--- src/rtl/line_job_scheduler.sv ---
// Segment-job front end for a single line_drawer: queues jobs in a small FIFO, sequences
// the drawer one job at a time and turns its coordinate stream into framebuffer writes.
package line_job_scheduler_pkg;
    localparam int unsigned CW = 11;

    typedef struct packed {
        logic [CW-1:0] x0;
        logic [CW-1:0] y0;
        logic [CW-1:0] x1;
        logic [CW-1:0] y1;
        logic          color;
    } job_t;
endpackage

module line_job_scheduler
    import line_job_scheduler_pkg::*;
#(
    parameter int unsigned DEPTH   = 4,
    parameter int unsigned TIMEOUT = 2047
) (
    input  logic          clk,
    input  logic          reset,
    input  logic          req_valid,
    output logic          req_ready,
    input  logic [CW-1:0] req_x0,
    input  logic [CW-1:0] req_y0,
    input  logic [CW-1:0] req_x1,
    input  logic [CW-1:0] req_y1,
    input  logic          req_color,
    output logic          ld_reset,
    output logic [CW-1:0] ld_x0,
    output logic [CW-1:0] ld_y0,
    output logic [CW-1:0] ld_x1,
    output logic [CW-1:0] ld_y1,
    input  logic [CW-1:0] ld_x,
    input  logic [CW-1:0] ld_y,
    input  logic          ld_move,
    output logic          pix_we,
    output logic [CW-1:0] pix_x,
    output logic [CW-1:0] pix_y,
    output logic          pix_color,
    output logic          busy,
    output logic          err,
    output logic [15:0]   jobs_done
);
    localparam int unsigned AW = (DEPTH > 1) ? $clog2(DEPTH) : 1;
    localparam int unsigned NW = AW + 1;
    localparam int unsigned TW = 12;

    typedef enum logic [2:0] {
        IDLE  = 3'd0,
        LOAD  = 3'd1,
        DRAW  = 3'd2,
        POINT = 3'd3,
        ABORT = 3'd4
    } state_t;

    state_t        state;
    job_t          fifo_mem [DEPTH];
    job_t          in_job;
    job_t          head;
    logic [AW-1:0] rd_ptr;
    logic [AW-1:0] wr_ptr;
    logic [NW-1:0] count;
    logic [TW-1:0] cnt;
    logic [TW-1:0] cnt_inc;
    logic          job_color;
    logic          push;
    logic          pop;
    logic          empty;
    logic          full;
    logic          head_is_point;

    assign in_job = '{x0: req_x0, y0: req_y0, x1: req_x1, y1: req_y1, color: req_color};
    assign head   = fifo_mem[rd_ptr];

    assign full      = (count == NW'(DEPTH));
    assign empty     = (count == '0);
    assign req_ready = !reset && !full;
    assign push      = req_valid && req_ready;
    assign pop       = (state == IDLE) && !empty;

    assign head_is_point = (head.x0 == head.x1) && (head.y0 == head.y1);
    assign cnt_inc       = (cnt == '1) ? cnt : cnt + TW'(1);

    // A registered write still in flight keeps the block busy.
    assign busy = !empty || (state != IDLE) || pix_we;

    // Job storage; pushes are already blocked during reset through req_ready.
    always_ff @(posedge clk) begin
        if (push) begin
            fifo_mem[wr_ptr] <= in_job;
        end
    end

    // Control FSM, FIFO pointers and all registered outputs.
    always_ff @(posedge clk) begin
        if (reset) begin
            state     <= IDLE;
            rd_ptr    <= '0;
            wr_ptr    <= '0;
            count     <= '0;
            cnt       <= '0;
            job_color <= 1'b0;
            ld_reset  <= 1'b1;
            ld_x0     <= '0;
            ld_y0     <= '0;
            ld_x1     <= '0;
            ld_y1     <= '0;
            pix_we    <= 1'b0;
            pix_x     <= '0;
            pix_y     <= '0;
            pix_color <= 1'b0;
            err       <= 1'b0;
            jobs_done <= '0;
        end else begin
            if (push) begin
                wr_ptr <= wr_ptr + AW'(1);
            end
            if (pop) begin
                rd_ptr <= rd_ptr + AW'(1);
            end
            count    <= count + NW'(push) - NW'(pop);
            ld_reset <= 1'b0;
            pix_we   <= 1'b0;

            case (state)
                IDLE: begin
                    if (pop) begin
                        ld_x0     <= head.x0;
                        ld_y0     <= head.y0;
                        ld_x1     <= head.x1;
                        ld_y1     <= head.y1;
                        job_color <= head.color;
                        if (head_is_point) begin
                            state <= POINT;
                        end else begin
                            state    <= LOAD;
                            ld_reset <= 1'b1;
                        end
                    end
                end
                LOAD: begin
                    cnt   <= '0;
                    state <= DRAW;
                end
                DRAW: begin
                    // Cycle 0 carries no coordinate; the move cycle follows the last one.
                    cnt       <= cnt_inc;
                    pix_we    <= (cnt != '0) && !ld_move;
                    pix_x     <= ld_x;
                    pix_y     <= ld_y;
                    pix_color <= job_color;
                    if (ld_move) begin
                        jobs_done <= jobs_done + 16'd1;
                        state     <= IDLE;
                    end else if (cnt_inc == TW'(TIMEOUT)) begin
                        err      <= 1'b1;
                        ld_reset <= 1'b1;
                        state    <= ABORT;
                    end
                end
                POINT: begin
                    pix_we    <= 1'b1;
                    pix_x     <= ld_x0;
                    pix_y     <= ld_y0;
                    pix_color <= job_color;
                    jobs_done <= jobs_done + 16'd1;
                    state     <= IDLE;
                end
                ABORT: begin
                    state <= IDLE;
                end
                default: begin
                    state <= IDLE;
                end
            endcase
        end
    end
endmodule

--- config.mk ---
export PLATFORM = sky130hd
export DESIGN_NAME = line_job_scheduler
export DESIGN_NICKNAME = d
export VERILOG_FILES = /design/src/rtl/line_job_scheduler.sv
export SDC_FILE = /design/constraint.sdc
export NUM_CORES = 1
export LEC_CHECK = 0
export ABC_AREA = 1
export CELL_PAD_IN_SITES_DETAIL_PLACEMENT = 1
export CELL_PAD_IN_SITES_GLOBAL_PLACEMENT = 1
export CORE_ASPECT_RATIO = 1.75
export CORE_MARGIN = 2
export CORE_UTILIZATION = 46
export CTS_CLUSTER_SIZE = 16
export DETAILED_ROUTE_END_ITERATION = 8
export PLACE_DENSITY = 0.91
export SYNTH_ARGS = -nofsm -noshare
export SYNTH_HDL_FRONTEND = slang
export SYNTH_SLANG_ARGS = --single-unit
--- constraint.sdc ---
create_clock -name clk -period 5.1 [get_ports clk]
set_clock_uncertainty 0.05 [all_clocks]
set_input_delay 0.51 -clock clk [delete_from_list [all_inputs] [get_ports clk]]
set_output_delay 0.51 -clock clk [all_outputs]
set_load 0.01 [all_outputs]
==> reports/qor.txt <==
RUN STATUS
-------------------------------------------------------------------------------------------------
Outcome                                                                              finished, final reports clean

LOGIC SYNTHESIS
-------------------------------------------------------------------------------------------------
Share of flip-flops with an asynchronous set or reset                                          0%
Cell count after synthesis                                                                   1317
Simple-gate share of the synthesized area                                                   23.5%
Share of synthesized cell area in full adder, half adder and majority cells                 1.08%
Ys flop type                                                                         sky130_fd_sc_hd__edfxtp_1
Number of distinct library cell variants in the gate-level netlist after synthesis             38
Post-synthesis compound-gate area fraction                                                  8.14%
Sequential element share of the synthesized area                                            62.2%
Largest family of logic cells by synthesized area                                    simple AND/OR/NAND/NOR gates
Number of flops mapped to enable cells by yosys                                               180
Total nets after synthesis                                                                   1398
Multiplexer area fraction after synthesis                                                      0%
Synthesis-stage register bit count                                                            291
Post-Syn Area                                                                           12300 µm²
Number of warnings reported in the yosys synthesis log                                          0
Area share of xor/xnor cells in the synthesized design                                     0.572%
Per-instance average area after synthesis                                                9.31 µm²

PLACED DESIGN
-------------------------------------------------------------------------------------------------
Final Wtd Congestion                                                                        0.874
Port buffer count                                                                             158
Detail Placement HPWL                                                                     24.6 mm

TIMING
-------------------------------------------------------------------------------------------------
Worst Max-Slew Pin Slew                                                                   1.05 ns
Unrepaired setup endpoints after global routing                                                no
Slew HR                                                                                     30.1%
Final-layout worst hold slack                                                            0.416 ns
Tcrit/Tclk final                                                                            59.5%
Maximum frequency from static timing analysis                                           0.330 GHz
Hold violation count in the final report                                                        0
Number of pins exceeding their max-slew limit in the final report                               0
Final-layout setup total negative slack                                                      0 ns
Number of setup violations in the final report                                                  0
Tmin final                                                                                3.03 ns

FLOORPLANNING
-------------------------------------------------------------------------------------------------
Die X                                                                                      127 µm
Core Rows                                                                                      79
Initial core utilization                                                                    46.4%
Number of placed I/O pins                                                                     159
Height of the die                                                                          220 µm
Floorplan core area                                                                     26400 µm²
Total Die Area                                                                          28000 µm²

GRT
-------------------------------------------------------------------------------------------------
Residual overflow from global routing                                                           0
Vias in the first global route                                                              10900
Largest net degree at the start of global routing                                              96
Number of antenna violations at the first check in global routing                               0
Wire length of the first global-routing pass                                              58.7 mm
Total routing resource utilization after global routing                                     26.8%

CRITICAL PATH
-------------------------------------------------------------------------------------------------
Slowest library cell on the worst path                                               sky130_fd_sc_hd__nor4_1
Largest stage delay on the critical path                                                  0.50 ns
Critical path cell sequence                                                          nor3_1 > inv_1 > nor4_1 > nand2_1 > clkdlybuf4s50_1
Endpoint class of the critical path                                                  primary output
Critical path start-end classification                                               flip-flop to primary output
Required time of the worst setup path                                                     4.54 ns
Family with the most delay on the worst path                                         simple AND/OR/NAND/NOR gates
Crit path arrival time                                                                    2.47 ns
Highest net fanout along the worst path                                                         4
Startpoint type of the worst setup path                                                 flip-flop
Number of buffer and inverter stages on the critical path                                       2

CELLS AND AREA
-------------------------------------------------------------------------------------------------
Leading cell type in the layout, fill and taps excluded                              sky130_fd_sc_hd__nand2_1
Number of nets in the finished design                                                        1532
Post-synthesis to final-layout area growth                                                  22.2%
Layout cells sized above 1                                                                  5.37%
Most frequent cells in the layout                                                    453 x sky130_fd_sc_hd__nand2_1, 180 x sky130_fd_sc_hd__edfxtp_1, 158 x sky130_fd_sc_hd__clkdlybuf4s50_1
Number of antenna cells inserted                                                                0

FLOW RUN
-------------------------------------------------------------------------------------------------
Total of max-cap violations                                                                     0

CLOCK NETWORK
-------------------------------------------------------------------------------------------------
Clock net sink count                                                                          291
Worst skew pair latency                                                                   0.55 ns
Number of post-CTS setup repair buffers                                                         0
Max clock buf depth                                                                             3
Total number of H-tree levels                                                                   1
CTS Buf Count                                                                                  27
CTS tree                                                                                    built
Clock tree root buffer cell                                                          sky130_fd_sc_hd__clkbuf_16
Count of cells resized by post-cts repair                                                       0
Number of hold-repair buffers added at the cts stage                                            0
Clock edge transition at the registers on the reported setup and hold paths               0.07 ns

DETAILED ROUTING
-------------------------------------------------------------------------------------------------
Initial DRT Pass Iterations                                                                     5
Starting DRT DRC Count                                                                        823
Remaining DRCs                                                                                  0
Via count normalized by instance count                                                       5.67
Final ANT Viol Nets                                                                             0
Detailed Route WL                                                                         37.5 mm
Via count                                                                                   10200
Average wire length per cell after detail routing                                         20.9 µm

PWR
-------------------------------------------------------------------------------------------------
Leak                                                                                      5.84 nW
Pwr dens                                                                               525 nW/µm²
Worst vdd ir                                                                             0.368 mV

HOLD PATH
-------------------------------------------------------------------------------------------------
Type of the worst min-delay path                                                     flip-flop to flip-flop

[power breakdown]
part / total (mW) / leakage (nW) / switching (mW) / internal, mW
Clock: 2.09 / 0.438 / 0.883 / 1.21
Sequential: 3.03 / 2.54 / 0.228 / 2.80
Combinational: 2.75 / 2.86 / 1.82 / 0.926
[layout make-up]
cell class	instances	area [µm²]
Tap cell	324	405
Inverter	69	260
Clock inverter	14	175
Clock buffer	35	726
Sequential cell	291	7630
Fill cell	2913	11400
Multi-Input combinational cell	892	4110
Timing Repair Buffer	170	1670
[worst reg2reg max path, delay by kind of cell, from the launching register on]
kind,cells,cell delay [ns]
buf+inv,2,1.21
simple gates,10,1.17
flops,1,0.34
compound gates,1,0.12
[flip-flops by register name, summed over array words and instances (netlist names), 3 cells and up, named ones only]
name / count
ld_y0: 11
jobs_done: 16
pix_y: 11
ld_y1: 11
count: 3
ld_x0: 11
fifo_mem: 180
pix_x: 11
ld_x1: 11
cnt: 12
state: 3
[cells by family after synthesis]
kind of cell	after synthesis
AO/OA/AOI/OAI	184
AND/OR/NAND/NOR	690
buffers and inverters	134
flip-flops	291
adder cells (fa/ha/maj)	10
XOR/XNOR	8
[cells in the mapped netlist, types with 6 or more instances]
library cell / number / area share [%]
sky130_fd_sc_hd__a21oi_1: 83 / 3.4
sky130_fd_sc_hd__buf_1: 9 / 0.28
sky130_fd_sc_hd__buf_2: 17 / 0.69
sky130_fd_sc_hd__buf_4: 6 / 0.37
sky130_fd_sc_hd__clkbuf_1: 32 / 0.98
sky130_fd_sc_hd__dfxtp_1: 111 / 18
sky130_fd_sc_hd__edfxtp_1: 180 / 44
sky130_fd_sc_hd__ha_1: 9 / 0.92
sky130_fd_sc_hd__inv_1: 64 / 2.0
sky130_fd_sc_hd__nand2_1: 453 / 14
sky130_fd_sc_hd__nand3_1: 113 / 4.6
sky130_fd_sc_hd__nand4_1: 6 / 0.31
sky130_fd_sc_hd__nor2_1: 87 / 2.7
sky130_fd_sc_hd__nor3_1: 8 / 0.33
sky130_fd_sc_hd__o21ai_0: 77 / 3.1
sky130_fd_sc_hd__o221ai_1: 16 / 1.1
[through the flow]
| stage | instances | power (mW) | instance area, µm² | setup slack (ns) | util (%) |
|---|---|---|---|---|---|
| after floorplan | 1317 | 4.61 | 12300 | 1.51 | - |
| after CTS | 1795 | 7.89 | 15000 | 2.05 | 56.8 |
| after detailed placement | 1746 | 5.76 | 14100 | 1.63 | 53.3 |
| final | 1795 | 7.87 | 15000 | 2.07 | 56.8 |
| after global routing | 1795 | 8.26 | 15000 | 1.92 | 56.8 |
| after global placement | 1746 | 5.56 | 14100 | 1.73 | 53.3 |
[final timing paths]
kind | from | to | slack, ns | depth (start not counted)
max | state[0] | busy | 2.07 | 5
max reg2reg | flip-flop | state[1] | 2.16 | 13
min reg2reg | job_color | pix_color | 0.42 | 2
min | job_color | pix_color | 0.42 | 2
[layer usage]
layer	wire length, µm	track usage, %
met1	13800	28.8
met2	20700	52.1
met3	1620	3.03
met4	1440	11.3
met5	0	0
Power figures use the tool's default switching activity.
